==> config.mk <==
export PLATFORM = sky130hd
export DESIGN_NAME = ppi_strobed_io
export DESIGN_NICKNAME = d
export VERILOG_FILES = /design/src/rtl/ppi_pkg.sv /design/src/rtl/ppi_in_fifo.sv /design/src/rtl/ppi_strobed_io.sv
export SDC_FILE = /design/constraint.sdc
export NUM_CORES = 1
export LEC_CHECK = 0
export CAP_MARGIN = 20
export CORE_ASPECT_RATIO = 0.7
export CORE_MARGIN = 3
export CORE_UTILIZATION = 54
export CTS_CLUSTER_DIAMETER = 30
export DETAILED_ROUTE_END_ITERATION = 8
export PLACE_DENSITY = 0.82
export SLEW_MARGIN = 20
export SYNTH_ARGS = -nofsm -noshare
export SYNTH_HDL_FRONTEND = slang
export SYNTH_SLANG_ARGS = --single-unit
==> constraint.sdc <==
create_clock -name CLK -period 3.05 [get_ports CLK]
set_input_delay 0.7625 -clock CLK [delete_from_list [all_inputs] [get_ports CLK]]
set_output_delay 0.7625 -clock CLK [all_outputs]
set_load 0.02 [all_outputs]
==> src/rtl/ppi_pkg.sv <==
// Shared constants and types for the strobed PPI: control-word fields,
// port-C handshake bit positions and the power-on control value.
package ppi_pkg;

  localparam int CW_MODESET   = 7;
  localparam int CW_A_MODE_HI = 6;
  localparam int CW_A_MODE_LO = 5;
  localparam int CW_PA_IN     = 4;
  localparam int CW_PCU_IN    = 3;
  localparam int CW_B_MODE    = 2;
  localparam int CW_PB_IN     = 1;
  localparam int CW_PCL_IN    = 0;

  // PC2 doubles as STB_B_N / ACK_B_N / INTE_B, PC1 as IBF_B / OBF_B_N.
  localparam int PC_INTR_B = 0;
  localparam int PC_IBF_B  = 1;
  localparam int PC_STB_B  = 2;
  localparam int PC_INTR_A = 3;
  localparam int PC_STB_A  = 4;
  localparam int PC_IBF_A  = 5;
  localparam int PC_ACK_A  = 6;
  localparam int PC_OBF_A  = 7;

  localparam logic [7:0] CTRL_RESET = 8'h9B;

  typedef enum logic {
    MODE0 = 1'b0,
    MODE1 = 1'b1
  } ppi_mode_t;

  // Any non-zero group A mode field falls back to strobed mode 1.
  function automatic ppi_mode_t group_a_mode(input logic [1:0] field);
    return (field == 2'b00) ? MODE0 : MODE1;
  endfunction

endpackage

==> src/rtl/ppi_in_fifo.sv <==
// Input FIFO for a strobed port; a pop frees room for a push in the same cycle.
module ppi_in_fifo #(
  parameter int W     = 8,
  parameter int DEPTH = 1
) (
  input  logic         clk,
  input  logic         rst_n,
  input  logic         flush,
  input  logic         push,
  input  logic         pop,
  input  logic [W-1:0] din,
  output logic [W-1:0] dout,
  output logic         full,
  output logic         empty
);

  localparam int AW = (DEPTH > 1) ? $clog2(DEPTH) : 1;
  localparam int CW = $clog2(DEPTH + 1);

  logic [W-1:0]  mem [2**AW];
  logic [AW-1:0] wr_ptr, rd_ptr;
  logic [CW-1:0] count;
  logic          do_push, do_pop;

  function automatic logic [AW-1:0] next_ptr(input logic [AW-1:0] p);
    return (p == AW'(DEPTH - 1)) ? '0 : p + 1'b1;
  endfunction

  assign full    = (count == CW'(DEPTH));
  assign empty   = (count == '0);
  assign do_pop  = pop & ~empty;
  assign do_push = push & (~full | do_pop);
  assign dout    = mem[rd_ptr];

  always_ff @(posedge clk or negedge rst_n) begin
    if (!rst_n) begin
      wr_ptr <= '0;
      rd_ptr <= '0;
      count  <= '0;
    end else if (flush) begin
      wr_ptr <= '0;
      rd_ptr <= '0;
      count  <= '0;
    end else begin
      if (do_push) wr_ptr <= next_ptr(wr_ptr);
      if (do_pop)  rd_ptr <= next_ptr(rd_ptr);
      if (do_push && !do_pop)      count <= count + 1'b1;
      else if (do_pop && !do_push) count <= count - 1'b1;
    end
  end

  always_ff @(posedge clk) begin
    if (do_push && !flush) mem[wr_ptr] <= din;
  end

endmodule

==> src/rtl/ppi_strobed_io.sv <==
// Clocked 8255-style PPI with mode-1 strobed handshakes on ports A/B,
// per-port input FIFOs, interrupt requests and port-C bit set/reset.
module ppi_strobed_io
  import ppi_pkg::*;
#(
  parameter int W     = 8,
  parameter int DEPTH = 1,
  parameter int SYNC  = 2
) (
  input  logic         CLK,
  input  logic         RESET_N,
  input  logic         CS_N,
  input  logic         RD_N,
  input  logic         WR_N,
  input  logic [1:0]   A,
  input  logic [W-1:0] D_IN,
  output logic [W-1:0] D_OUT,
  output logic         D_OE,
  input  logic [W-1:0] PA_IN,
  output logic [W-1:0] PA_OUT,
  output logic         PA_OE,
  input  logic [W-1:0] PB_IN,
  output logic [W-1:0] PB_OUT,
  output logic         PB_OE,
  input  logic [7:0]   PC_IN,
  output logic [7:0]   PC_OUT,
  output logic [7:0]   PC_OE,
  output logic         INTR_A,
  output logic         INTR_B
);

  logic [7:0]   ctrl, pc_latch;
  logic [W-1:0] pa_latch, pb_latch, last_a, last_b, rd_data;
  logic         wr_n_q, rd_n_q, wr_acc, rd_acc, mode_set, bsr;
  logic         inte_a, inte_b, obf_a_n, obf_b_n, intr_oa, intr_ob;
  logic [7:0]   sync_q [SYNC];
  logic [7:0]   pc_s;
  logic         stb_a_q, ack_a_q, hs_b_q;
  logic         a_in, b_in, a_sin, a_sout, b_sin, b_sout;
  ppi_mode_t    mode_a, mode_b;
  logic [W-1:0] head_a, head_b;
  logic         full_a, empty_a, full_b, empty_b;
  logic [7:0]   own, hs_oe, st, gen_oe, pc_rd;
  logic [2:0]   bsr_bit;

  assign wr_acc   = ~CS_N & ~WR_N & wr_n_q;
  assign rd_acc   = ~CS_N & ~RD_N & rd_n_q;
  assign mode_set = wr_acc & (A == 2'd3) & D_IN[CW_MODESET];
  assign bsr      = wr_acc & (A == 2'd3) & ~D_IN[CW_MODESET];
  assign bsr_bit  = D_IN[3:1];
  assign D_OE     = ~CS_N & ~RD_N;

  assign mode_a = group_a_mode(ctrl[CW_A_MODE_HI:CW_A_MODE_LO]);
  assign mode_b = ctrl[CW_B_MODE] ? MODE1 : MODE0;
  assign a_in   = ctrl[CW_PA_IN];
  assign b_in   = ctrl[CW_PB_IN];
  assign a_sin  = (mode_a == MODE1) & a_in;
  assign a_sout = (mode_a == MODE1) & ~a_in;
  assign b_sin  = (mode_b == MODE1) & b_in;
  assign b_sout = (mode_b == MODE1) & ~b_in;

  // PC pins are asynchronous; edges are taken only from the synchronised copy.
  always_ff @(posedge CLK or negedge RESET_N) begin
    if (!RESET_N) begin
      for (int i = 0; i < SYNC; i++) sync_q[i] <= '1;
      stb_a_q <= 1'b1;
      ack_a_q <= 1'b1;
      hs_b_q  <= 1'b1;
    end else begin
      sync_q[0] <= PC_IN;
      for (int i = 1; i < SYNC; i++) sync_q[i] <= sync_q[i-1];
      stb_a_q <= pc_s[PC_STB_A];
      ack_a_q <= pc_s[PC_ACK_A];
      hs_b_q  <= pc_s[PC_STB_B];
    end
  end
  assign pc_s = sync_q[SYNC-1];

  ppi_in_fifo #(.W(W), .DEPTH(DEPTH)) u_fifo_a (
    .clk(CLK), .rst_n(RESET_N), .flush(mode_set),
    .push(a_sin & stb_a_q & ~pc_s[PC_STB_A]),
    .pop(a_sin & rd_acc & (A == 2'd0)),
    .din(PA_IN), .dout(head_a), .full(full_a), .empty(empty_a)
  );

  ppi_in_fifo #(.W(W), .DEPTH(DEPTH)) u_fifo_b (
    .clk(CLK), .rst_n(RESET_N), .flush(mode_set),
    .push(b_sin & hs_b_q & ~pc_s[PC_STB_B]),
    .pop(b_sin & rd_acc & (A == 2'd1)),
    .din(PB_IN), .dout(head_b), .full(full_b), .empty(empty_b)
  );

  assign INTR_A = a_sin ? (inte_a & ~empty_a & pc_s[PC_STB_A]) : (a_sout & intr_oa);
  assign INTR_B = b_sin ? (inte_b & ~empty_b & pc_s[PC_STB_B]) : (b_sout & intr_ob);

  // Handshake-owned PC bits carry status; the rest behave as mode-0 nibbles.
  always_comb begin
    own   = '0;
    hs_oe = '0;
    st    = '0;
    if (mode_a == MODE1) begin
      own[PC_INTR_A]   = 1'b1;
      hs_oe[PC_INTR_A] = 1'b1;
      st[PC_INTR_A]    = INTR_A;
      if (a_in) begin
        own[PC_STB_A]   = 1'b1;
        own[PC_IBF_A]   = 1'b1;
        hs_oe[PC_IBF_A] = 1'b1;
        st[PC_STB_A]    = inte_a;
        st[PC_IBF_A]    = full_a;
      end else begin
        own[PC_ACK_A]   = 1'b1;
        own[PC_OBF_A]   = 1'b1;
        hs_oe[PC_OBF_A] = 1'b1;
        st[PC_ACK_A]    = inte_a;
        st[PC_OBF_A]    = obf_a_n;
      end
    end
    if (mode_b == MODE1) begin
      own[PC_INTR_B]   = 1'b1;
      own[PC_IBF_B]    = 1'b1;
      own[PC_STB_B]    = 1'b1;
      hs_oe[PC_INTR_B] = 1'b1;
      hs_oe[PC_IBF_B]  = 1'b1;
      st[PC_INTR_B]    = INTR_B;
      st[PC_IBF_B]     = b_in ? full_b : obf_b_n;
      st[PC_STB_B]     = inte_b;
    end
  end

  assign gen_oe = {{4{~ctrl[CW_PCU_IN]}}, {4{~ctrl[CW_PCL_IN]}}};
  assign PC_OE  = (own & hs_oe) | (~own & gen_oe);
  assign PC_OUT = (own & hs_oe & st) | (~own & pc_latch);
  assign pc_rd  = (own & st) | (~own & ((gen_oe & pc_latch) | (~gen_oe & pc_s)));

  assign PA_OUT = pa_latch;
  assign PB_OUT = pb_latch;
  assign PA_OE  = ~a_in;
  assign PB_OE  = ~b_in;

  // An empty strobed FIFO returns the last word popped from it.
  always_comb begin
    rd_data = '0;
    case (A)
      2'd0:    rd_data = a_sin ? (empty_a ? last_a : head_a) : (a_in ? PA_IN : pa_latch);
      2'd1:    rd_data = b_sin ? (empty_b ? last_b : head_b) : (b_in ? PB_IN : pb_latch);
      2'd2:    rd_data = W'(pc_rd);
      default: rd_data = W'(ctrl);
    endcase
  end

  // Later assignments win: bus writes override ACK events, mode set overrides all.
  always_ff @(posedge CLK or negedge RESET_N) begin
    if (!RESET_N) begin
      ctrl     <= CTRL_RESET;
      pa_latch <= '0;
      pb_latch <= '0;
      pc_latch <= '0;
      last_a   <= '0;
      last_b   <= '0;
      D_OUT    <= '0;
      wr_n_q   <= 1'b1;
      rd_n_q   <= 1'b1;
      inte_a   <= 1'b0;
      inte_b   <= 1'b0;
      obf_a_n  <= 1'b1;
      obf_b_n  <= 1'b1;
      intr_oa  <= 1'b0;
      intr_ob  <= 1'b0;
    end else begin
      wr_n_q <= WR_N;
      rd_n_q <= RD_N;
      if (rd_acc) begin
        D_OUT <= rd_data;
        if (a_sin && A == 2'd0 && !empty_a) last_a <= head_a;
        if (b_sin && A == 2'd1 && !empty_b) last_b <= head_b;
      end
      if (a_sout) begin
        if (ack_a_q && !pc_s[PC_ACK_A])          obf_a_n <= 1'b1;
        if (!ack_a_q && pc_s[PC_ACK_A] && inte_a) intr_oa <= 1'b1;
      end
      if (b_sout) begin
        if (hs_b_q && !pc_s[PC_STB_B])          obf_b_n <= 1'b1;
        if (!hs_b_q && pc_s[PC_STB_B] && inte_b) intr_ob <= 1'b1;
      end
      if (mode_set) begin
        ctrl     <= D_IN[7:0];
        pa_latch <= '0;
        pb_latch <= '0;
        pc_latch <= '0;
        last_a   <= '0;
        last_b   <= '0;
        inte_a   <= 1'b0;
        inte_b   <= 1'b0;
        obf_a_n  <= 1'b1;
        obf_b_n  <= 1'b1;
        intr_oa  <= 1'b0;
        intr_ob  <= 1'b0;
      end else if (bsr) begin
        if (!own[bsr_bit]) begin
          pc_latch[bsr_bit] <= D_IN[0];
        end else begin
          if ((a_sin && bsr_bit == 3'(PC_STB_A)) || (a_sout && bsr_bit == 3'(PC_ACK_A)))
            inte_a <= D_IN[0];
          if (mode_b == MODE1 && bsr_bit == 3'(PC_STB_B))
            inte_b <= D_IN[0];
        end
      end else if (wr_acc) begin
        case (A)
          2'd0: begin
            pa_latch <= D_IN;
            if (a_sout) begin
              obf_a_n <= 1'b0;
              intr_oa <= 1'b0;
            end
          end
          2'd1: begin
            pb_latch <= D_IN;
            if (b_sout) begin
              obf_b_n <= 1'b0;
              intr_ob <= 1'b0;
            end
          end
          default: pc_latch <= D_IN[7:0];
        endcase
      end
    end
  end

endmodule
# Word level (Yosys, flattened, before mapping)
# Memories as Yosys holds them, arrays and structs flattened.
# Index checks and enable logic that the tools add are counted.
[word_totals]
reg_bits = 89
ram_bits = 32
in_bits = 39
out_inout_bits = 45
word_cells = 268
n_memories = 2
[op_classes]
n_addsub = 8
magnitude_cmp = 2
n_eq_ne = 9
mux = 107
bitwise = 57
reduce_logical = 57
[mem_list]
columns = ["memory", "words", "width", "read_ports", "rd_ports_with_merged_regs", "wr", "line", "rtl"]
rows = [
  ["u_fifo_a.mem", 2, 8, 1, 0, 1, "ppi_in_fifo.sv:20", "logic [W-1:0] mem [2**AW];"],
  ["u_fifo_b.mem", 2, 8, 1, 0, 1, "ppi_in_fifo.sv:20", ""],
]
[ops]
columns = ["operator", "n"]
rows = [
  ["two-way mux 8 bit", 25],
  ["two-way mux 1 bit", 69],
  ["AND 8 bit", 8],
  ["bitwise OR 8 bit", 4],
  ["AND 1 bit", 29],
  ["nonzero test 2 bit", 14],
  ["one-hot mux 8 bit (3 select lines)", 1],
  ["logical AND 1 bit", 20],
  ["inverter 8 bit", 2],
  ["AND reduction 3 bit", 5],
  ["inverter 1 bit", 12],
  ["two-way mux 2 bit", 5],
  ["two-way mux 5 bit", 2],
  ["zero test 1 bit", 9],
  ["nonzero test 3 bit", 3],
  ["bitwise mux 8 bit", 1],
  ["adder 1 bit, second input constant", 6],
  ["== test 3 bit, second input constant", 2],
  ["two-way mux 3 bit", 2],
  ["== test 2 bit, second input constant", 2],
  ["zero test 2 bit", 2],
  ["less-than comparator 3 x 4 -> 1 bit, second input constant", 1],
  ["AND reduction 2 bit", 2],
  ["binary-select mux 1 bit (select 3 bit)", 1],
  ["other kinds (11)", 13],
]

# Longest topological paths before layout
[depth]
word_depth = 13
mapped_depth = 7
mapped_depth_nobuf = 5

# By module
# A second synthesis with hierarchy kept.
[hier_totals]
cells_unflattened = 506
hier_area_um2 = 5019.8
[by_module_without_submodules]
columns = ["mod", "instances", "cells_per_inst", "area_per_inst_um2", "seq_area_each_um2"]
rows = [
  ["ppi_strobed_io", 1, 480, 4409.2, 2112.0],
  ["ppi_in_fifo", 2, 13, 305.3, 265.3],
]

# Worst setup path before layout
# OpenSTA, ideal clock, no wires.
[synth_path]
path_kind = "in2reg"
start = "input CS_N"
end = "memory u_fifo_b.mem[0][0], enable pin"
setup_ns = 0.386
arrival_time_ns = 2.310
required_time_ns = 2.664
path_slack_ns = 0.354
cell_stages = 4
n_path_buf = 1
path_cell_list = "or3b_1 > buf_6 > or2_4 > a211oi_1"
[synth_via]
elab_chain_cells = 11
word_cells_on_any_way = 16
classes_between = "2 x mux; 12 x bitwise; 2 x reduce/logical"
[synth_rtl]
columns = ["element", "line", "rtl"]
rows = [
  ["start, declared", "ppi_strobed_io.sv:12", "input logic CS_N,"],
  ["inverter 1 bit *", "ppi_strobed_io.sv:46, ppi_strobed_io.sv:47", ""],
  ["AND 1 bit (2 in a row)", "ppi_strobed_io.sv:47", "assign rd_acc = ~CS_N & ~RD_N & rd_n_q;"],
  ["AND 1 bit (2 in a row)", "ppi_strobed_io.sv:89", ".pop(b_sin & rd_acc & (A == 2'd1)),"],
  ["AND 1 bit", "ppi_in_fifo.sv:31", "assign do_pop = pop & ~empty;"],
  ["bitwise OR 1 bit", "ppi_in_fifo.sv:32", "assign do_push = push & (~full | do_pop);"],
  ["AND 1 bit", "ppi_in_fifo.sv:32", ""],
  ["logical AND 1 bit *", "ppi_in_fifo.sv:53", "if (do_push && !flush) mem[wr_ptr] <= din;"],
  ["two-way mux 1 bit *", "ppi_in_fifo.sv:53", ""],
  ["two-way mux 1 bit (not written as such) *", "ppi_in_fifo.sv:53", ""],
  ["end, declared", "ppi_in_fifo.sv:20", ""],
]
# Mark *: on every way between the ends. The rest lies on a longest branch, timed or not.

# Worst setup path in the final report
[layout_path]
start = "register ctrl[4]"
end = "output PC_OUT[3]"
[layout_via]
elab_chain_cells = 7
word_cells_on_any_way = 8
classes_between = "2 x mux; 6 x bitwise"
[layout_rtl]
columns = ["element", "line", "rtl"]
rows = [
  ["start, declared", "ppi_strobed_io.sv:32", "logic [7:0] ctrl, pc_latch;"],
  ["start signal, assigned", "ppi_strobed_io.sv:187", "ctrl <= D_IN[7:0];"],
  ["inverter 1 bit", "ppi_strobed_io.sv:58", "assign a_sout = (mode_a == MODE1) & ~a_in;"],
  ["AND 1 bit", "ppi_strobed_io.sv:58", ""],
  ["AND 1 bit", "ppi_strobed_io.sv:93", "assign INTR_A = a_sin ? (inte_a & ~empty_a & pc_s[PC_STB_A]) : (a_sout & intr_oa);"],
  ["two-way mux 1 bit *", "ppi_strobed_io.sv:93", ""],
  ["two-way mux 5 bit *", "ppi_strobed_io.sv:101", "if (mode_a == MODE1) begin"],
  ["AND 8 bit *", "ppi_strobed_io.sv:133", "assign PC_OUT = (own & hs_oe & st) | (~own & pc_latch);"],
  ["bitwise OR 8 bit *", "ppi_strobed_io.sv:133", ""],
  ["end, declared", "ppi_strobed_io.sv:26", "output logic [7:0] PC_OUT,"],
]
# Marked as above.

==> results.cfg <==
[status]
status = completed

[global_routing]
use_met2 = 0.426
grt_pass1_wl_mm = 23.1
use_met3 = 0.0688
grtUsageTotal = 0.286
first_global_vias = 4418
grt_start_max_net_pins = 75
gr-total-overflow = 0
use_met1 = 0.419
antenna_found_initial = 0
busiest_layer = met2

[sta]
slew_viol_final = 0
tightest_slew_ps = 945
layout_worst_path_cycle_share = 0.957
tns_ps = 0
max_freq_mhz = 342
slew_headroom = 0.366
fin_skew_ps = 7.33
period_minus_slack_ps = 2920
fin_ws_ps = 130
rsz0062_at_grt = no
hold_viol = 0
setup_viol = 0

[setup_path]
rr_endpoint = D_OUT[3]$_DFFE_PN0P_
end_kind = output pin
crit_arrival_ps = 2160
critPathBufInv = 1
cp-startpoint = ctrl[4]$_DFFE_PN1P_
crit_required_ps = 2290
crit_slowest_cell = dfstp_4
r2r_start = ctrl[5]$_DFFE_PN0P_
cp_cell_sequence = and4_1, nor3_1, nor2_1, clkdlybuf4s50_1
r2r_cells = 5
crit_family = flip-flops
criticalPathCategory = reg2out
crit_path_max_incr_delay_ps = 740
worstSetupStartpointType = register
crit_fanout = 16
r2r_slack_ps = 870

[power]
ir_drop_mv = 0.425
p_leak_uw = 0.00261
clock_power_share = 0.248
netSwitchingPower_uw = 1460
power_frac_seq = 0.430
power_density_nw_per_um2 = 671
combPwrFrac = 0.322
internal_power_uw = 2790
p_sw_frac = 0.344

[routing]
vias_per_cell = 6.31
wire_per_inst_um = 19.9
ant_nets = 0
routed_wl_mm = 14.6
drt-pass1-iter-count = 6
drt_iter0_drc = 595
drc = 0
vias = 4616

[floorplan]
core_area_um2 = 8760
die_w_um = 122
pin_count = 84
std_cell_rows = 28
start_util = 0.577
die_h_um = 87.0
die_area_um2 = 10600

[clock_network]
clockBufferDepth = 2
clock_latency_ps = 350
cts_buffers = 9
htreeDepth = 3
cts_setup_buffers = 0
clk_pin_slew_ps = 70
cts.sinks = 101
cts_tree = yes
root_buffer = clkbuf_16

[min_path]
hold-path-cell-count = 0
hold_class = reg2reg
worstHoldStart = sync_q[14]$_DFF_PN1_
hold_end = pc_s[6]$_DFF_PN1_

[logic_synthesis]
synthesis.nets = 563
syn_area_um2 = 5050
synthFlopType = dfrtp_1
synth-edff-count = 16
yosysWarnings = 0
synthCells = 524
ys_types = 63
synth_seq_area_share = 0.523
synthArstFlopShare = 0.842
syn_avg_cell_area_um2 = 9.65
ys_seq_elements = 101

[place]
numPortBuffers = 83
place.gp.congestion = 0.912
place_ws_ps = 162
dp.cells = 716
hpwl_mm = 10.6

[final_layout]
nNetsFinal = 646
n_antenna_cell = 0
instances_no_fill = 732
area_growth_pct = 25.1
drive_gt1_frac = 0.157

[run]
maxCapViolations = 0
## power groups by stage
stage,Clock [µW],Sequential (µW),Combinational [µW]
after floorplan,0,1800,766
after detailed placement,0,1830,1350
after global placement,0,1810,1310
final,1050,1830,1370
after global routing,1120,1850,1470
after CTS,1060,1810,1360
## state kept, by name, indices dropped and copies added, names as in the netlist, 8 cells and up
register      count
D_OUT             8
PA_OUT            8
PB_OUT            8
ctrl              8
last_a            8
last_b            8
pc_latch          8
pc_s              8
sync_q            8
u_fifo_a.mem      8
u_fifo_b.mem      8
## cell usage after synthesis (4+ instances only)
master / number / area [µm²]
a211oi_1: 5 / 37.5
a21oi_1: 33 / 165
a221oi_1: 5 / 43.8
a2bb2oi_1: 5 / 43.8
a31oi_1: 4 / 25.0
and2_1: 4 / 25.0
buf_2: 15 / 75.1
buf_6: 4 / 45.0
clkbuf_1: 18 / 67.6
dfrtp_1: 57 / 1430
dfstp_2: 28 / 736
edfxtp_1: 16 / 480
inv_1: 7 / 26.3
mux2_2: 4 / 45.0
mux2i_1: 22 / 220
nand2_1: 103 / 387
nand2b_1: 5 / 31.3
nor2_1: 32 / 120
nor2_2: 8 / 50.1
nor2b_1: 10 / 62.6
nor3_1: 11 / 55.1
o211ai_1: 5 / 37.5
o21ai_0: 47 / 235
o21ai_1: 6 / 30.0
o31ai_1: 8 / 60.1
## cells in the final DEF, fill, tap and decap left out, types with 8 or more instances in the layout
| master | netlist | routed |
|---|---|---|
| clkdlybuf4s50_1 | 0 | 82 |
| edfxtp_1 | 16 | 16 |
| dfstp_2 | 28 | 26 |
| nor2_1 | 32 | 32 |
| buf_4 | 3 | 31 |
| nand2_1 | 103 | 103 |
| dfrtp_1 | 57 | 56 |
| o31ai_1 | 8 | 8 |
| o21ai_0 | 47 | 47 |
| nor2_2 | 8 | 8 |
| a21oi_1 | 33 | 33 |
| nor2b_1 | 10 | 10 |
| clkbuf_16 | 0 | 9 |
| mux2i_1 | 22 | 22 |
| nor3_1 | 11 | 11 |
## final cells by class
cell class	count	area, µm²
inverter	8	30.0
timing repair buffer	113	1050
clock buffer	15	258
multi-input combinational	374	2180
sequential	101	2650
fill	659	2430
tap	120	150
clock inverter	1	7.51
## metrics by stage
step | instance area [µm²] | total power (µW) | hold WS (ps) | utilization
floorplan | 5050 | 2560 | 345 | -
global placement | 6040 | 3130 | 345 | 0.690
detailed placement | 6040 | 3170 | 347 | 0.690
CTS | 6310 | 4230 | 356 | 0.720
global route | 6330 | 4440 | 358 | 0.722
finish | 6330 | 4250 | 355 | 0.722
## worst max-delay path by stage
stage	endpoint	cells after the start
after floorplan	u_fifo_b.mem[0][0]$_DFFE_PP_	4
after global placement	u_fifo_b.mem[0][0]$_DFFE_PP_	5
after detailed placement	u_fifo_b.mem[0][5]$_DFFE_PP_	5
after CTS	PC_OUT[5]	4
after global routing	PC_OUT[3]	4
final	PC_OUT[3]	4
## metal layers
layer	part of all wire	up-vias
li1	-	2020
met5	0	-
met4	0.020	0
met2	0.44	330
met1	0.43	2227
met3	0.11	39
## logic make-up (layout without fill, tap and decap cells)
family,count (synthesis),in the layout,share of synthesized area
buffers and inverters,49,137,0.0483
AOI/OAI and AO/OA,150,150,0.190
muxes,26,26,0.0525
DFF,101,101,0.523
xor gates and xnor gates,1,1,0.00173
and+or+nand+nor,197,197,0.185
## what timing repair did
| item | in CTS | in global routing |
|---|---|---|
| gates resized for setup | 0 | 4 |
| setup endpoints to repair | 0 | 2 |
| hold buffers | 0 | 0 |
(Power assumes the default switching activity.)
